===== config.mk =====
export PLATFORM = sky130hd
export DESIGN_NAME = spi_cmd_decoder
export DESIGN_NICKNAME = d
export VERILOG_FILES = /design/src/rtl/spi_cmd_decoder.sv
export SDC_FILE = /design/constraint.sdc
export NUM_CORES = 1
export LEC_CHECK = 0
export ABC_AREA = 1
export BUFFER_PORTS_ARGS = -buffer_cell sky130_fd_sc_hd__buf_2
export CORE_UTILIZATION = 35
export DETAILED_ROUTE_END_ITERATION = 7
export SYNTH_ARGS = -nofsm -noshare
export SYNTH_HDL_FRONTEND = slang
export SYNTH_SLANG_ARGS = --single-unit

===== constraint.sdc =====
create_clock -name clk -period 1.4 [get_ports clk]
set_input_delay 0.14 -clock clk [delete_from_list [all_inputs] [get_ports clk]]
set_output_delay 0.14 -clock clk [all_outputs]
set_load 0.05 [all_outputs]

===== src/rtl/spi_cmd_decoder.sv =====
// Decodes SPI byte frames (opcode, address, payload) into 16-bit bus writes and read bursts.
// Strobes are registered one cycle after their trigger; no backpressure, master overruns set err.
module spi_cmd_decoder #(
  parameter int ADDR_SIZE = 10,
  parameter int WORD_SIZE = 16
) (
  input  logic                 clk,
  input  logic                 rst_n,
  input  logic                 cs,
  input  logic [7:0]           rx_byte,
  input  logic                 rx_valid,
  output logic [7:0]           tx_byte,
  output logic                 tx_load,
  output logic [ADDR_SIZE-1:0] bus_addr,
  output logic [WORD_SIZE-1:0] bus_wdata,
  output logic                 bus_we,
  output logic                 bus_re,
  input  logic [WORD_SIZE-1:0] bus_rdata,
  input  logic                 bus_rvalid,
  output logic                 err
);

  localparam int AH = ADDR_SIZE - 8;
  localparam logic [ADDR_SIZE-1:0] ADDR_ONE = {{(ADDR_SIZE-1){1'b0}}, 1'b1};

  typedef enum logic [3:0] {
    IDLE, ADDR_H, ADDR_L, WR_H, WR_L, RD_REQ, RD_WAIT, RD_H, RD_L, DISCARD
  } state_t;

  state_t                state, state_nxt;
  logic [7:0]            tx_byte_nxt;
  logic                  tx_load_nxt;
  logic [ADDR_SIZE-1:0]  addr_nxt;
  logic [WORD_SIZE-1:0]  wdata_nxt;
  logic                  we_nxt, re_nxt, err_nxt;
  logic [AH-1:0]         addr_hi, addr_hi_nxt;
  logic [7:0]            wr_hi, wr_hi_nxt;
  logic [7:0]            rd_lo, rd_lo_nxt;
  logic                  is_read, is_read_nxt;
  logic                  armed, armed_nxt;       // cs seen high since reset
  logic                  clr_pend, clr_pend_nxt; // 0x00 received as the only byte so far
  logic                  rd_out, rd_out_nxt;     // a bus read is awaiting its response

  always_ff @(posedge clk or negedge rst_n) begin
    if (!rst_n) begin
      state     <= IDLE;
      tx_byte   <= '0;
      tx_load   <= 1'b0;
      bus_addr  <= '0;
      bus_wdata <= '0;
      bus_we    <= 1'b0;
      bus_re    <= 1'b0;
      err       <= 1'b0;
      addr_hi   <= '0;
      wr_hi     <= '0;
      rd_lo     <= '0;
      is_read   <= 1'b0;
      armed     <= 1'b0;
      clr_pend  <= 1'b0;
      rd_out    <= 1'b0;
    end else begin
      state     <= state_nxt;
      tx_byte   <= tx_byte_nxt;
      tx_load   <= tx_load_nxt;
      bus_addr  <= addr_nxt;
      bus_wdata <= wdata_nxt;
      bus_we    <= we_nxt;
      bus_re    <= re_nxt;
      err       <= err_nxt;
      addr_hi   <= addr_hi_nxt;
      wr_hi     <= wr_hi_nxt;
      rd_lo     <= rd_lo_nxt;
      is_read   <= is_read_nxt;
      armed     <= armed_nxt;
      clr_pend  <= clr_pend_nxt;
      rd_out    <= rd_out_nxt;
    end
  end

  always_comb begin
    state_nxt    = state;
    tx_byte_nxt  = tx_byte;
    tx_load_nxt  = 1'b0;
    addr_nxt     = bus_addr;
    wdata_nxt    = bus_wdata;
    we_nxt       = 1'b0;
    re_nxt       = 1'b0;
    err_nxt      = err;
    addr_hi_nxt  = addr_hi;
    wr_hi_nxt    = wr_hi;
    rd_lo_nxt    = rd_lo;
    is_read_nxt  = is_read;
    armed_nxt    = armed;
    clr_pend_nxt = clr_pend;
    rd_out_nxt   = rd_out;

    // Burst address advances once the write strobe has been presented.
    if (bus_we)
      addr_nxt = bus_addr + ADDR_ONE;
    if (bus_rvalid)
      rd_out_nxt = 1'b0;

    if (cs) begin
      state_nxt    = IDLE;
      armed_nxt    = 1'b1;
      clr_pend_nxt = 1'b0;
      if (clr_pend)
        err_nxt = 1'b0;
    end else begin
      case (state)
        IDLE: if (rx_valid && armed) begin
          if (rx_byte == 8'h01 || rx_byte == 8'h02) begin
            is_read_nxt = rx_byte[1];
            state_nxt   = ADDR_H;
          end else begin
            state_nxt = DISCARD;
            if (rx_byte == 8'h00)
              clr_pend_nxt = 1'b1;
            else
              err_nxt = 1'b1;
          end
        end
        ADDR_H: if (rx_valid) begin
          addr_hi_nxt = rx_byte[AH-1:0];
          state_nxt   = ADDR_L;
        end
        ADDR_L: if (rx_valid) begin
          addr_nxt  = {addr_hi, rx_byte};
          state_nxt = is_read ? RD_REQ : WR_H;
        end
        WR_H: if (rx_valid) begin
          wr_hi_nxt = rx_byte;
          state_nxt = WR_L;
        end
        WR_L: if (rx_valid) begin
          wdata_nxt = {wr_hi, rx_byte};
          we_nxt    = 1'b1;
          state_nxt = WR_H;
        end
        RD_REQ: begin
          if (rx_valid)
            err_nxt = 1'b1;
          // Hold off while a response from an aborted frame is still in flight.
          if (!rd_out) begin
            re_nxt     = 1'b1;
            rd_out_nxt = 1'b1;
            state_nxt  = RD_WAIT;
          end
        end
        RD_WAIT: begin
          if (rx_valid)
            err_nxt = 1'b1;
          if (bus_rvalid) begin
            tx_byte_nxt = bus_rdata[15:8];
            rd_lo_nxt   = bus_rdata[7:0];
            tx_load_nxt = 1'b1;
            state_nxt   = RD_H;
          end
        end
        RD_H: if (rx_valid) begin
          tx_byte_nxt = rd_lo;
          tx_load_nxt = 1'b1;
          state_nxt   = RD_L;
        end
        RD_L: if (rx_valid) begin
          addr_nxt  = bus_addr + ADDR_ONE;
          state_nxt = RD_REQ;
        end
        DISCARD: if (rx_valid)
          clr_pend_nxt = 1'b0;
        default: state_nxt = IDLE;
      endcase
    end
  end

endmodule


==> results.md <==
- CTS tree: done
- Die Y: 101 µm
- # setup viols final: 43
- Placer congestion estimate: 0.879
- Die Wd: 101 µm
- Gr ovfl total: 0
- Post-layout util: 55.1%
- Clock root buffer: clkbuf_8
- Core box area: 9420 µm²
- TritonCTS Buffers: 9
- Status: finished, violations left
- Synth Warn #: 0
- CP startpoint: state[0]
- Layout cells sized above 1: 48.6%
- Worst-path cell chain: buf_6, inv_4, buf_6, nand2_4, nor2_4, nand3_4, buf_12, mux2_2
- Largest net degree at the start of global routing: 65
- Setup WS pre-CTS: -236 ps
- FP Rows: 35
- Slowest-stage cell, CP: dfrtp_1
- Number of synthesized flops with an enable pin: 0
- Global-route wire length before repair: 15.4 mm
- Reg2Reg Launch Point: state[0]
- Slew HR: 75.9%
- Total leakage power: 2.68 nW
- GRT met1 Usage: 26.2%
- # diodes: 0
- Upper clock frequency limit: 658 MHz
- GRT Resource Usage Total: 19.6%
- Flop2flop setup slack: -120 ps
- Ys flop type: dfrtp_1
- PwrDens: 2200 nW/µm²
- Critical Path RT: 1630 ps
- Kind of critical path: reg2reg
- Register area share after synthesis: 46.3%
- Final Max Slew Viols: 0
- Routed wire length: 9.87 mm
- Most frequent cells in the layout: nand2_1, buf_2, dfrtp_1
- Routed via count: 3482
- Failing checks: setup timing
- Vias in the first global route: 3240
- Final worst setup slack: -119 ps
- Met3 GRT Util: 3.17%
- Worst Path Buf+Inv: 4
- RSZ-0062 raised after global routing: true
- Top cell type by total area after synthesis: dfrtp_1
- Clk_skew: 13.4 ps
- Starting Density: 36.8%
- Crit path DAT: 1750 ps
- CP max stage delay: 410 ps
- Area after DPL: 4330 µm²
- Clock Latency Late Sink: 350 ps
- Largest fanout on the critical path: 8
- Cells after Synth: 442
- Routed len/inst: 13.8 µm
- I/O pin count: 67
- Detail Placement HPWL: 6.57 mm
- Iteration-0 DRC Markers: 131
- Avg Synthesized Cell Area: 7.83 µm²
- IO Port Bufs: 66
- Clock net sink count: 64
- TritonRoute pass-1 iters: 4
- Met2 Usage GRT: 32.2%
- Worst Setup End Kind: flop
- Area delta synth->final: 49.9%
- Max Root-Sink Buffers: 2
- Synthesized area: 3460 µm²
- Hold slack final: 22.8 ps
- Design Area, Final: 5190 µm²
- Clock transition at path regs: 70 ps
- Slew @ Worst Pin: 362 ps
- Initial antenna violation count: 0
- Yosys reg bits: 64
- Startpoint class of the critical path: flop
- Worst VDD drop: 0.919 mV
- Final nets: 613
- CTS H-tree lvls: 3
- Max-cap check violation count: 0
- Filler cell count: 864
- Post-route DRC: 0
- Most Crowded Layer GR: met2
- Final setup TNS: -3890 ps
- Hold Crit Class: in2reg
- Mapped Nets: 472
- Number of distinct library cells after synthesis: 40
- Largest cells by area after synthesis: dfrtp_1, nand2_1, o21ai_0
- Cell family with most CP delay: buffers and inverters
- Cell mode on critical path: buf_6
- Share of the synthesized area in the top cell type: 46.3%
- Tcrit/Tclk final: 108%
- Routed Antenna Nets: 0
- Worst Min Path Start: bus_rdata[7]
- Die area: 10300 µm²
- Clock period minus worst slack: 1520 ps
- Final Hold Fails: 0
- Ys async rst share: 100%
- Most common cell after layout, fill and taps aside: nand2_1
- Number of vias per cell: 4.86
-- cells in the mapped netlist (2+ instances only) --
cell type  count
nand3_1       35
buf_6          2
clkbuf_1       5
inv_1         35
o21ai_0       38
buf_2          4
nand3_4        2
a21oi_1        3
xor2_1         2
o21ai_2        8
o22ai_1        2
nor2_1        36
a31oi_1        7
inv_2          4
nand2_2        2
nor2_2         3
o21ai_1        4
nor2_4         2
nand4_1        5
dfrtp_1       64
mux2_2         8
nand2_1      153
-- metal layers --
metal	routed length (µm)	up-vias
met5	0	-
met4	156	0
met3	382	16
met2	4720	81
met1	4610	1655
li1	-	1730
-- through the flow --
stage | cells | power [W]
floorplan | 442 | 0.00656
global placement | 675 | 0.00811
detailed placement | 675 | 0.00821
CTS | 706 | 0.0106
global route | 717 | 0.0121
finish | 717 | 0.0114
-- power breakdown --
part | internal (W) | leakage [nW] | switching [W]
Sequential | 0.00255 | 0.819 | 0.000563
Clock | 0.00118 | 0.116 | 0.000767
Combinational | 0.00238 | 1.75 | 0.00398
Total | 0.00611 | 2.68 | 0.00531
-- cell families after synthesis --
family	count (synthesis)	share of synthesized area (%)
AND/OR/NAND/NOR	242	30.2
AO/OA/AOI/OAI	69	12.3
flip-flops	64	46.3
XOR/XNOR	3	0.759
multiplexers	9	2.89
buffers and inverters	54	7.30
adder cells (fa/ha/maj)	1	0.361
-- flip-flops by register name (all words and copies together), names as in the netlist, 2 cells and up --
| signal | flops |
|---|---|
| state | 4 |
| wr_hi | 8 |
| tx_byte | 8 |
| bus_addr | 10 |
| rd_lo | 8 |
| bus_wdata | 16 |
| addr_hi | 2 |
-- repair_timing --
item,4_1_cts,5_1_grt
gates cloned,1,1
resized for setup,49,95
hold buffers,1,0
pin swaps,19,31
endpoints found under the hold margin,64,0
endpoints found under the setup margin,50,49
setup buffers,13,10
-- final cells by class --
cell class	count	area, µm²	area share, %
timing repair inverter	1	11.3	0.217
clock buffer	10	128	2.46
sequential	64	1610	31.1
inverter	40	163	3.13
timing repair buffer	143	1050	20.2
tap	129	161	3.11
multi-input combinational	324	1960	37.7
clock inverter	6	108	2.07
-- path summary, 6_finish.rpt --
| kind | cells past startpoint | to |
|---|---|---|
| min in group asynchronous | 3 | bus_addr[8] |
| min reg2reg | 2 | bus_wdata[11] |
| min | 2 | rd_lo[7] |
| max | 8 | rd_lo[5] |
| max reg2reg | 8 | rd_lo[5] |
| max in group asynchronous | 3 | bus_addr[0] |
Power figures use the tool's default switching activity.
